$ cat src/rtl/ws2812_rz_decode_pkg.sv
// Shared constants for the WS2812 RZ decoder: FSM state codes, default thresholds and the
// encoder's nominal symbol timing (cycles at 50 MHz).
package ws2812_pkg;

  typedef logic [1:0] rz_state_t;

  localparam rz_state_t StSync = 2'd0;
  localparam rz_state_t StIdle = 2'd1;
  localparam rz_state_t StHigh = 2'd2;
  localparam rz_state_t StLow  = 2'd3;

  localparam int unsigned OneMinDflt   = 32;
  localparam int unsigned MinHighDflt  = 4;
  localparam int unsigned HighMaxDflt  = 56;
  localparam int unsigned ResetLowDflt = 2500;

  // Encoder side: high widths for 0/1 and the full bit period.
  localparam int unsigned EncT0High    = 21;
  localparam int unsigned EncT1High    = 43;
  localparam int unsigned EncBitPeriod = 63;

  localparam int unsigned WordBits = 24;
  localparam int unsigned CntW     = 12;

endpackage

$ cat src/rtl/ws2812_rz_decode_if.sv
// Decoder line/word bundle. master drives the RZ line and observes results; slave is the decoder.
interface ws2812_rz_decode_if;
  logic        RZ_data;
  logic [23:0] RGB;
  logic        rx_valid;
  logic        frame_end;
  logic        rx_err;
  logic        fwd_data;

  modport master (
    output RZ_data,
    input  RGB, rx_valid, frame_end, rx_err, fwd_data
  );

  modport slave (
    input  RZ_data,
    output RGB, rx_valid, frame_end, rx_err, fwd_data
  );
endinterface

$ cat src/rtl/ws2812_rz_decode_rz_sync_edge.sv
// Two-flop synchronizer for the asynchronous RZ line plus one history flop for edge detection.
module rz_sync_edge (
  input  logic clk,
  input  logic rst_n,
  input  logic i_data,
  output logic o_level,
  output logic o_rise,
  output logic o_fall
);

  logic r_s1, r_s2, r_s3;

  always_ff @(posedge clk or negedge rst_n) begin
    if (!rst_n) begin
      r_s1 <= 1'b0;
      r_s2 <= 1'b0;
      r_s3 <= 1'b0;
    end else begin
      r_s1 <= i_data;
      r_s2 <= r_s1;
      r_s3 <= r_s2;
    end
  end

  assign o_level = r_s2;
  assign o_rise  = r_s2 & ~r_s3;
  assign o_fall  = ~r_s2 & r_s3;

endmodule

$ cat src/rtl/ws2812_rz_decode.sv
// WS2812 RZ stream decoder: classifies symbols by high width, packs 24-bit GRB words MSB-first.
// Define WS2812_RZ_DECODE_FWD_EN for pixel mode (first word kept, rest forwarded on fwd_data).
module ws2812_rz_decode
  import ws2812_pkg::*;
#(
  parameter int unsigned ONE_MIN   = OneMinDflt,
  parameter int unsigned MIN_HIGH  = MinHighDflt,
  parameter int unsigned HIGH_MAX  = HighMaxDflt,
  parameter int unsigned RESET_LOW = ResetLowDflt
) (
  input logic               clk,
  input logic               rst_n,
  ws2812_rz_decode_if.slave bus
);

  localparam logic [CntW-1:0] OneMin   = CntW'(ONE_MIN);
  localparam logic [CntW-1:0] MinHigh  = CntW'(MIN_HIGH);
  localparam logic [CntW-1:0] HighMax  = CntW'(HIGH_MAX);
  localparam logic [CntW-1:0] ResetLow = CntW'(RESET_LOW);

  logic w_level, w_rise, w_fall;

  rz_sync_edge u_sync (
    .clk     (clk),
    .rst_n   (rst_n),
    .i_data  (bus.RZ_data),
    .o_level (w_level),
    .o_rise  (w_rise),
    .o_fall  (w_fall)
  );

  rz_state_t       r_state, w_state_d;
  logic [CntW-1:0] r_high_cnt, w_high_cnt_d, w_high_inc;
  logic [CntW-1:0] r_low_cnt, w_low_cnt_d, w_low_inc;
  logic [4:0]      r_bit_cnt, w_bit_cnt_d;
  logic [22:0]     r_shreg, w_shreg_d;
  logic [23:0]     r_rgb, w_rgb_d;
  logic            r_rx_valid, w_rx_valid_d;
  logic            r_frame_end, w_frame_end_d;
  logic            r_rx_err, w_rx_err_d;
  logic            r_fwd;
  logic            w_bit, w_decode_en, w_word_set, w_word_clr;

  assign w_high_inc = r_high_cnt + 1'b1;
  assign w_low_inc  = (r_low_cnt == ResetLow) ? r_low_cnt : r_low_cnt + 1'b1;
  assign w_bit      = (r_high_cnt >= OneMin);

  always_comb begin
    w_state_d     = r_state;
    w_high_cnt_d  = r_high_cnt;
    w_low_cnt_d   = r_low_cnt;
    w_bit_cnt_d   = r_bit_cnt;
    w_shreg_d     = r_shreg;
    w_rgb_d       = r_rgb;
    w_rx_valid_d  = 1'b0;
    w_frame_end_d = 1'b0;
    w_rx_err_d    = 1'b0;
    w_word_set    = 1'b0;
    w_word_clr    = 1'b0;

    unique case (r_state)
      // Wait for a full reset gap so decoding never starts mid-stream.
      StSync: begin
        if (w_level) begin
          w_low_cnt_d = '0;
        end else if (r_low_cnt == ResetLow) begin
          w_low_cnt_d = '0;
          w_state_d   = StIdle;
        end else begin
          w_low_cnt_d = w_low_inc;
        end
      end
      StIdle: begin
        if (w_rise) begin
          w_high_cnt_d = '0;
          w_state_d    = StHigh;
        end
      end
      StHigh: begin
        if (w_fall) begin
          w_low_cnt_d = '0;
          w_state_d   = StLow;
          if (r_high_cnt < MinHigh) begin
            w_rx_err_d = 1'b1;
          end else if (w_decode_en) begin
            if (r_bit_cnt == 5'd23) begin
              w_rgb_d      = {r_shreg, w_bit};
              w_rx_valid_d = 1'b1;
              w_bit_cnt_d  = '0;
              w_word_set   = 1'b1;
            end else begin
              w_shreg_d   = {r_shreg[21:0], w_bit};
              w_bit_cnt_d = r_bit_cnt + 1'b1;
            end
          end
        end else if (w_high_inc == HighMax) begin
          w_high_cnt_d = w_high_inc;
          w_rx_err_d   = 1'b1;
          w_bit_cnt_d  = '0;
          w_low_cnt_d  = '0;
          w_word_clr   = 1'b1;
          w_state_d    = StSync;
        end else begin
          w_high_cnt_d = w_high_inc;
        end
      end
      StLow: begin
        if (w_rise) begin
          w_high_cnt_d = '0;
          w_state_d    = StHigh;
        end else if (r_low_cnt == ResetLow) begin
          w_frame_end_d = 1'b1;
          w_rx_err_d    = (r_bit_cnt != '0);
          w_bit_cnt_d   = '0;
          w_word_clr    = 1'b1;
          w_state_d     = StIdle;
        end else begin
          w_low_cnt_d = w_low_inc;
        end
      end
      default: w_state_d = StSync;
    endcase
  end

  always_ff @(posedge clk or negedge rst_n) begin
    if (!rst_n) begin
      r_state     <= StSync;
      r_high_cnt  <= '0;
      r_low_cnt   <= '0;
      r_bit_cnt   <= '0;
      r_shreg     <= '0;
      r_rgb       <= '0;
      r_rx_valid  <= 1'b0;
      r_frame_end <= 1'b0;
      r_rx_err    <= 1'b0;
    end else begin
      r_state     <= w_state_d;
      r_high_cnt  <= w_high_cnt_d;
      r_low_cnt   <= w_low_cnt_d;
      r_bit_cnt   <= w_bit_cnt_d;
      r_shreg     <= w_shreg_d;
      r_rgb       <= w_rgb_d;
      r_rx_valid  <= w_rx_valid_d;
      r_frame_end <= w_frame_end_d;
      r_rx_err    <= w_rx_err_d;
    end
  end

`ifdef WS2812_RZ_DECODE_FWD_EN
  // Set once the first word of the frame is taken; doubles as the forwarding enable.
  logic r_word_taken;

  always_ff @(posedge clk or negedge rst_n) begin
    if (!rst_n) begin
      r_word_taken <= 1'b0;
      r_fwd        <= 1'b0;
    end else begin
      if (w_word_clr) begin
        r_word_taken <= 1'b0;
      end else if (w_word_set) begin
        r_word_taken <= 1'b1;
      end
      r_fwd <= r_word_taken ? w_level : 1'b0;
    end
  end

  assign w_decode_en = ~r_word_taken;
`else
  logic w_unused_word;

  assign w_unused_word = w_word_set ^ w_word_clr;
  assign w_decode_en   = 1'b1;
  assign r_fwd         = 1'b0;
`endif

  assign bus.RGB       = r_rgb;
  assign bus.rx_valid  = r_rx_valid;
  assign bus.frame_end = r_frame_end;
  assign bus.rx_err    = r_rx_err;
  assign bus.fwd_data  = r_fwd;

endmodule

$ cat src/flat_wrapper.sv
// flat-port wrapper written by rule: the top's interface ports become plain ports
module ws2812_rz_decode_flat import ws2812_pkg::*;
#(
  parameter int unsigned ONE_MIN   = OneMinDflt,
  parameter int unsigned MIN_HIGH  = MinHighDflt,
  parameter int unsigned HIGH_MAX  = HighMaxDflt,
  parameter int unsigned RESET_LOW = ResetLowDflt
)
  (clk, rst_n, bus_RZ_data, bus_RGB, bus_rx_valid, bus_frame_end, bus_rx_err, bus_fwd_data);
  ws2812_rz_decode_if bus_i ();
  input logic clk;
  input logic rst_n;
  input wire logic [$bits(bus_i.RZ_data)-1:0] bus_RZ_data;
  output wire logic [$bits(bus_i.RGB)-1:0] bus_RGB;
  output wire logic [$bits(bus_i.rx_valid)-1:0] bus_rx_valid;
  output wire logic [$bits(bus_i.frame_end)-1:0] bus_frame_end;
  output wire logic [$bits(bus_i.rx_err)-1:0] bus_rx_err;
  output wire logic [$bits(bus_i.fwd_data)-1:0] bus_fwd_data;
  assign bus_i.RZ_data = bus_RZ_data;
  assign bus_RGB = bus_i.RGB;
  assign bus_rx_valid = bus_i.rx_valid;
  assign bus_frame_end = bus_i.frame_end;
  assign bus_rx_err = bus_i.rx_err;
  assign bus_fwd_data = bus_i.fwd_data;
  ws2812_rz_decode #(.ONE_MIN(ONE_MIN), .MIN_HIGH(MIN_HIGH), .HIGH_MAX(HIGH_MAX), .RESET_LOW(RESET_LOW)) u_core (.clk(clk), .rst_n(rst_n), .bus(bus_i));
endmodule
$ cat config.mk
export PLATFORM = sky130hd
export DESIGN_NAME = ws2812_rz_decode_flat
export DESIGN_NICKNAME = d
export VERILOG_FILES = /design/src/rtl/ws2812_rz_decode_pkg.sv /design/src/rtl/ws2812_rz_decode_if.sv /design/src/rtl/ws2812_rz_decode_rz_sync_edge.sv /design/src/rtl/ws2812_rz_decode.sv /design/src/flat_wrapper.sv
export SDC_FILE = /design/constraint.sdc
export NUM_CORES = 1
export LEC_CHECK = 0
export ABC_CLOCK_PERIOD_IN_PS = 4600
export CORE_MARGIN = 3
export CORE_UTILIZATION = 55
export CTS_BUF_LIST = sky130_fd_sc_hd__clkbuf_16
export DETAILED_ROUTE_END_ITERATION = 6
export GPL_TIMING_DRIVEN = 0
export PLACE_DENSITY = 0.76
export SETUP_SLACK_MARGIN = 0.1
export SYNTH_ARGS = -nofsm -noshare
export SYNTH_HDL_FRONTEND = slang
export SYNTH_SLANG_ARGS = --single-unit
$ cat constraint.sdc
create_clock -name clk -period 4.6 [get_ports clk]
set_input_delay 0.46 -clock clk [delete_from_list [all_inputs] [get_ports clk]]
set_output_delay 0.46 -clock clk [all_outputs]
set_load 0.01 [all_outputs]
==> reports/results.txt, run 1 <==
cts hold-fix bufs - 0
vias in the first global route - 2761
post-CTS sizing - 0
setup TNS - 0 ns
antenna violations before repair - 0
drt via density - 5.702
Mapped Nets - 354
unrepaired setup endpoints after global routing - false
Post-synth EDFFs - 0
# setup viols final - 0
Design Area, Final - 0.004712 sq mm
layout cells sized above 1 - 22.82%
largest net degree at the start of global routing - 50
Via Count - 2771
Critical Path End Type - flip-flop
IO Pins - 31
Peak supply drop - 0.2408 mV
Yosys warnings - 0
crit path kind - reg -> reg
met1 usage - 26.13%
CTS buffer count - 9
worst endpoint required time - 4.79 ns
max incr delay on CP - 0.56 ns
Mapped Area - 0.003960 sq mm
Routed Antenna Nets - 0
DRT Pass-1 Iters - 4
Remaining Overflow, GRT - 0
GPL Wtd Cong - 0.8772
Buffers on Ports - 29
Total Wirelength - 7504 um
Inserted Diodes - 0
Post-DP HPWL - 4984 um
Nets - 395
Synth Register Bits - 84
ys flop type - dfrtp_1
final hold vios - 0
routed len/inst - 15.44 um
CTS root buf - clkbuf_16
Async S/R FF share, synth - 100.0%
Area Overhead vs Synth - 18.99%
clk_lat worst skew - 0.33 ns
worst-path cell chain - ha_1 > nand3_1 > or4b_4 > a2111oi_4 > o21a_1 > o221ai_1
Leak Pwr - 2.202 nW
relative slew slack - 38.98%
synth unique cells - 53
max_cap viols - 0
clock sinks - 84
Crit-path slowest cell - a2111oi_4
skew final - 0.006408 ns
initial core utilization - 57.65%
GRT Total Usage - 19.46%
crit path DAT - 2.80 ns
Slew @ Worst Pin - 0.9084 ns
register area share after synthesis - 53.08%
CTS tree - done
Power per Cell Area - 327.8 mW/mm^2
fin crit period - 2.606 ns
Worst-path clk slew - 0.06 ns
setup bufs post-CTS - 0
GRT met3 Usage - 5.167%
nature of the critical path startpoint - flip-flop
DIE WIDTH - 90.86 um
1st-iter DRT viols - 172
H-Tree Depth - 3
average size of a mapped cell - 11.51 sq um
routing usage on met2 - 30.82%
fin crit share - 56.65%
Core Rows - 30
CTS Buffer Depth - 2
DRC viols - 0
outcome - finished clean
core area - 0.006869 sq mm
DP Area - 0.004395 sq mm
global-route wire length before repair - 13100 um
Synth Instances - 344
worst hold path class - in -> async
gr busiest metal - met2
fmax - 0.3838 GHz
Die Y-Extent - 90.86 um
Final Max Slew Viols - 0
crit-path max FO - 7
total die area - 0.008255 sq mm
-- stage by stage --
step | util, % | setup WS (ns) | power (mW) | hold slack [ns] | cells
finish | 68.60 | 1.994 | 1.545 | 0.09334 | 486
global route | 68.60 | 1.815 | 1.596 | 0.1192 | 486
CTS | 68.60 | 2.013 | 1.562 | 0.1068 | 486
detailed placement | 63.99 | 2.030 | 0.8002 | 0.3365 | 470
global placement | 63.62 | 0.08620 | 0.7965 | 0.3343 | 469
floorplan | - | 2.316 | 0.7763 | 0.1644 | 344
-- flip-flops by register name (all words and copies together), names as in the netlist --
register	cells
u_core.r_low_cnt	12
u_core.bus.rx_err	1
u_core.bus.frame_end	1
u_core.bus.rx_valid	1
u_core.bus.RGB	24
u_core.r_bit_cnt	5
u_core.r_shreg	23
u_core.u_sync.r_s1	1
u_core.r_high_cnt	12
u_core.u_sync.r_s3	1
u_core.r_state	2
u_core.u_sync.o_level	1
-- critical path: cells and delay by family, from the launching register on --
| kind | cells | cell delay (ns) |
|---|---|---|
| compound gates | 3 | 1.04 |
| fa+ha+maj | 1 | 0.31 |
| flops | 1 | 0.45 |
| simple gates | 2 | 0.67 |
-- where the power goes --
| group | total (mW) | switching, mW | internal, mW |
|---|---|---|---|
| sequential | 0.749 | 0.00552 | 0.744 |
| combinational | 0.0361 | 0.0245 | 0.0117 |
| clock | 0.760 | 0.286 | 0.473 |
-- path summary, 6_finish.rpt --
check / startpoint / end / slack (ns) / cells past startpoint
setup / recovery: u_core.r_high_cnt[0] / u_core.r_bit_cnt[2] / 1.99 / 6
hold / removal: rst_n / u_core.r_high_cnt[8] / 0.09 / 1
setup reg to reg: u_core.r_high_cnt[0] / u_core.r_bit_cnt[2] / 1.99 / 6
hold reg to reg: u_core.u_sync.r_s1 / u_core.u_sync.o_level / 0.35 / 0
max in group asynchronous: rst_n / u_core.r_shreg[4] / 3.92 / 2
min in group clk: u_core.u_sync.r_s1 / u_core.u_sync.o_level / 0.35 / 0
-- cell usage after synthesis (all sizes together), types with 2 or more instances --
cell / instances / area share [%]
a2111oi: 2 / 0.92
a211o: 2 / 0.51
a21o: 2 / 0.38
a21oi: 4 / 0.51
a22o: 2 / 0.44
and2: 4 / 0.63
and3: 8 / 1.3
buf: 10 / 1.5
clkbuf: 9 / 0.85
dfrtp: 84 / 53
ha: 7 / 2.2
inv: 11 / 1.0
mux2: 47 / 13
mux2i: 3 / 0.76
nand2: 19 / 1.8
nand2b: 3 / 0.47
nand3: 14 / 1.8
nand4: 4 / 1.0
nor2: 17 / 1.6
nor2b: 8 / 1.3
nor3: 10 / 1.3
nor3b: 3 / 0.57
nor4: 2 / 0.32
o21ai: 29 / 3.8
o221ai: 2 / 0.44
o22a: 8 / 2.0
o31ai: 6 / 1.1
o41ai: 3 / 0.66
or3: 2 / 0.32
or4b: 2 / 0.60
xnor2: 2 / 0.44
xor2: 2 / 0.44
-- cells by family after synthesis --
group           Yosys count  synth area share, %
simple gates             98                13.33
flops                    84                53.08
compound gates           70                12.83
mux                      50                14.12
buf+inv                  30                3.444
fa+ha+maj                 7                2.212
xor+xnor                  4               0.8848
other cells               1              0.09470
-- per-layer routing --
layer | wire length, um | up-vias
li1 | - | 1331
met4 | 112 | 0
met3 | 324 | 9
met1 | 3476 | 1374
met5 | 0 | -
met2 | 3591 | 57
-- cell type report --
type	instances	area, sq um
Multi-Input combinational cell	230	1722
Tap cell	96	120.1
Clock inverter	7	91.34
Fill cell	490	2157
Clock buffer	9	225.2
Inverter	11	41.29
Buffer	19	95.09
Sequential cell	84	2102
Timing Repair Buffer	30	315.3
-- layout by cell type, fill, tap and decap left out, types with 4 or more instances in the layout --
cell type,instances
a21oi_1,4
and3_1,8
buf_2,7
clkbuf_1,9
clkbuf_16,9
clkdlybuf4s50_1,28
dfrtp_1,84
ha_1,7
inv_1,12
mux2_2,47
nand2_1,19
nand3_1,14
nor2_1,17
nor2b_1,8
nor3_1,10
o21ai_0,27
o22a_2,8
o31ai_1,6
No activity file was read; power rests on OpenSTA's default activity.
==> inputs of run 2 (changes only) <==
- ABC_CLOCK_PERIOD_IN_PS: 4600 -> 2200
- CORE_UTILIZATION: 55 -> 52
- PLACE_DENSITY: 0.76 -> 0.75
- clock period: 4.6 -> 2.2 ns (I/O delays scaled with it)
==> reports/results.txt, run 2 (synthesis gave the netlist of run 1 again) <==
Crit-path slowest cell - or4b_4
max FFs per register - 24 (unchanged)
GRT Total Usage - 20.66% (+1.2 points)
IO Pins - 31 (unchanged)
drt via density - 5.735 (+0.59%)
crit path kind - reg -> reg
Total Power - 3.084 mW (+100%)
outcome - finished, violations left
most common cell after layout, fill and taps aside - dfrtp_1
Core Rows - 31 (+3.3%)
DRT Pass-1 Iters - 5 (+1)
clock sinks - 84 (unchanged)
routed wl met3 - 357 um (+10%)
Logic pwr share - 2.9% (+0.6 points)
max_cap viols - 0 (unchanged)
relative slew slack - 57.22% (+18 points)
vias in the first global route - 2986 (+8.1%)
skew final - 0.007879 ns (+0.001471 ns)
Internal Power - 2.370 mW (+93%)
Filler Cell Count - 491 (+0.20%)
Total Wirelength - 8516 um (+13%)
routed len/inst - 16.57 um (+7.3%)
crit-path max FO - 5 (-2)
fmax - 0.4462 GHz (+16%)
core area - 0.007331 sq mm (+6.7%)
Sw Share - 23.13% (+2.7 points)
multi-input combinational cell area - 0.001924 sq mm (+12%)
Slew @ Worst Pin - 0.6363 ns (-0.2721 ns)
final hold vios - 0 (unchanged)
Design Area, Final - 0.005201 sq mm (+10%)
failing checks - setup timing
# setup viols final - 12 (+12)
DIE WIDTH - 93.27 um (+2.7%)
Post-DP HPWL - 5063 um (+1.6%)
R2R setup slack - -0.04 ns (-2.04 ns)
largest net degree at the start of global routing - 58 (+16%)
Worst-path clk slew - 0.06 ns (about the same)
clock share of power - 46.4% (-2.8 points)
fin crit share - 101.9% (+45 points)
CTS buffer count - 9 (unchanged)
Inserted Diodes - 0 (unchanged)
Leak Pwr - 2.461 nW (+12%)
worst-path cell chain - ha_4 > nand3_4 > or4b_4 > a2111oi_4 > buf_6 > o21ai_4 > buf_6 > o22a_2
Power per Cell Area - 592.9 mW/mm^2 (+81%)
global-route wire length before repair - 14210 um (+8.4%)
worst endpoint required time - 2.43 ns (-2.36 ns)
DR WL met2 - 4234 um (+18%)
CP delay by family, top - simple AND/OR/NAND/NOR gates
DP Area - 0.004419 sq mm (+0.54%)
Via Count - 2948 (+6.4%)
most frequent CP cell - buf_6
Net Switching - 0.7134 mW (+130%)
CTS Buffer Depth - 2 (unchanged)
CTS root buf - clkbuf_16
crit path DAT - 2.47 ns (-0.33 ns)
Reg area - 0.002107 sq mm (+0.24%)
Critical Path End Type - flip-flop
Seq pwr share - 50.7% (+2.2 points)
Routed Antenna Nets - 0 (unchanged)
CTS tree - done
clk_lat worst skew - 0.34 ns (about the same)
Peak supply drop - 0.5213 mV (+120%)
final worst setup slack - -0.04116 ns (-2.035 ns)
1st-iter DRT viols - 151 (-12%)
DRC viols - 0 (unchanged)
Bufs and invs on worst path - 2 (+2)
commonest cells after routing, fill and taps aside - dfrtp_1 (80), mux2_2 (38), clkdlybuf4s50_1 (28), o21ai_0 (23), buf_4 (21)
initial core utilization - 54.02% (-3.6 points)
GPL Wtd Cong - 0.8188 (-6.7%)
unrepaired setup endpoints after global routing - true
Final Max Slew Viols - 0 (unchanged)
Max Used Layer - met4
layout cells sized above 1 - 34.46% (+12 points)
max incr delay on CP - 0.55 ns (about the same)
Remaining Overflow, GRT - 0 (unchanged)
Die Y-Extent - 93.27 um (+2.7%)
total die area - 0.008698 sq mm (+5.4%)
antenna violations before repair - 0 (unchanged)
WL met1 - 3760 um (+8.2%)
fin crit period - 2.241 ns (-0.3646 ns)
nature of the critical path startpoint - flip-flop
Area Overhead vs Synth - 31.34%
worst hold path class - in -> reg
Nets - 420 (+6.3%)
H-Tree Depth - 3 (unchanged)
Buffers on Ports - 29 (unchanged)
setup TNS - -0.3454 ns (-0.3454 ns)
run 2: changes by cell type in the layout (fill, tap and decap cells not counted), sizes merged:
| cell | change |
|---|---|
| clkbuf | +2 |
| buf | +22 |
| clkinvlp | -2 |
| inv | +3 |
| dlygate4sd3 | +1 |
| clkinv | +1 |
| bufinv | -2 |
run 2: layout make-up:
type	instances	share of cell area, %
buffer	18	2.959
clock buffer	9	4.330
clock inverter	7	1.131
inverter	11	0.7938
multi-input combinational	230	37.00
sequential	84	40.51
tap	99	2.382
timing repair buffer	56	10.90
run 2: path summary, 6_finish.rpt:
path / startpoint / cells after the start / endpoint
min reg2reg: u_core.u_sync.r_s1 / 0 / u_core.u_sync.o_level
max in group asynchronous: rst_n / 3 / u_core.r_high_cnt[0]
max: u_core.r_high_cnt[0] / 8 / u_core.r_low_cnt[9]
min: bus_RZ_data / 1 / u_core.u_sync.r_s1
max reg2reg: u_core.r_high_cnt[0] / 8 / u_core.r_low_cnt[9]
min in group asynchronous: rst_n / 2 / u_core.r_low_cnt[6]
run 2: layer usage:
metal | track usage, % | up-vias
met5 | 0 | -
met4 | 8.059 | 0
met3 | 6.034 | 14
met2 | 32.64 | 73
met1 | 26.85 | 1482
li1 | - | 1379
run 2: through the flow:
step | setup slack, ns | utilization, % | hold WS (ns) | instances
global placement | -2.394 | 59.94 | 0.3368 | 472
floorplan | -0.03559 | - | -0.07559 | 344
CTS | -0.01723 | 68.00 | 0.3156 | 503
global route | -0.1264 | 70.95 | 0.3301 | 514
detailed placement | -0.3930 | 60.28 | 0.1682 | 473
finish | -0.04116 | 70.95 | 0.3210 | 514
run 2: repair_timing:
item	4_1_cts	5_1_grt
resized for setup	42	30
pin swaps	9	2
setup buffers	13	9
setup endpoints to repair	77	72
cloned	1	2
hold buffers	1	0
endpoints found under the hold margin	27	0
run 2: power by group through the flow:
stage / logic (mW) / registers, mW / clock network, mW
after global routing: 0.101 / 1.56 / 1.54
after floorplan: 0.0310 / 1.59 / 0
after detailed placement: 0.0777 / 1.59 / 0
after CTS: 0.0913 / 1.56 / 1.46
final: 0.0890 / 1.56 / 1.43
after global placement: 0.0711 / 1.59 / 0
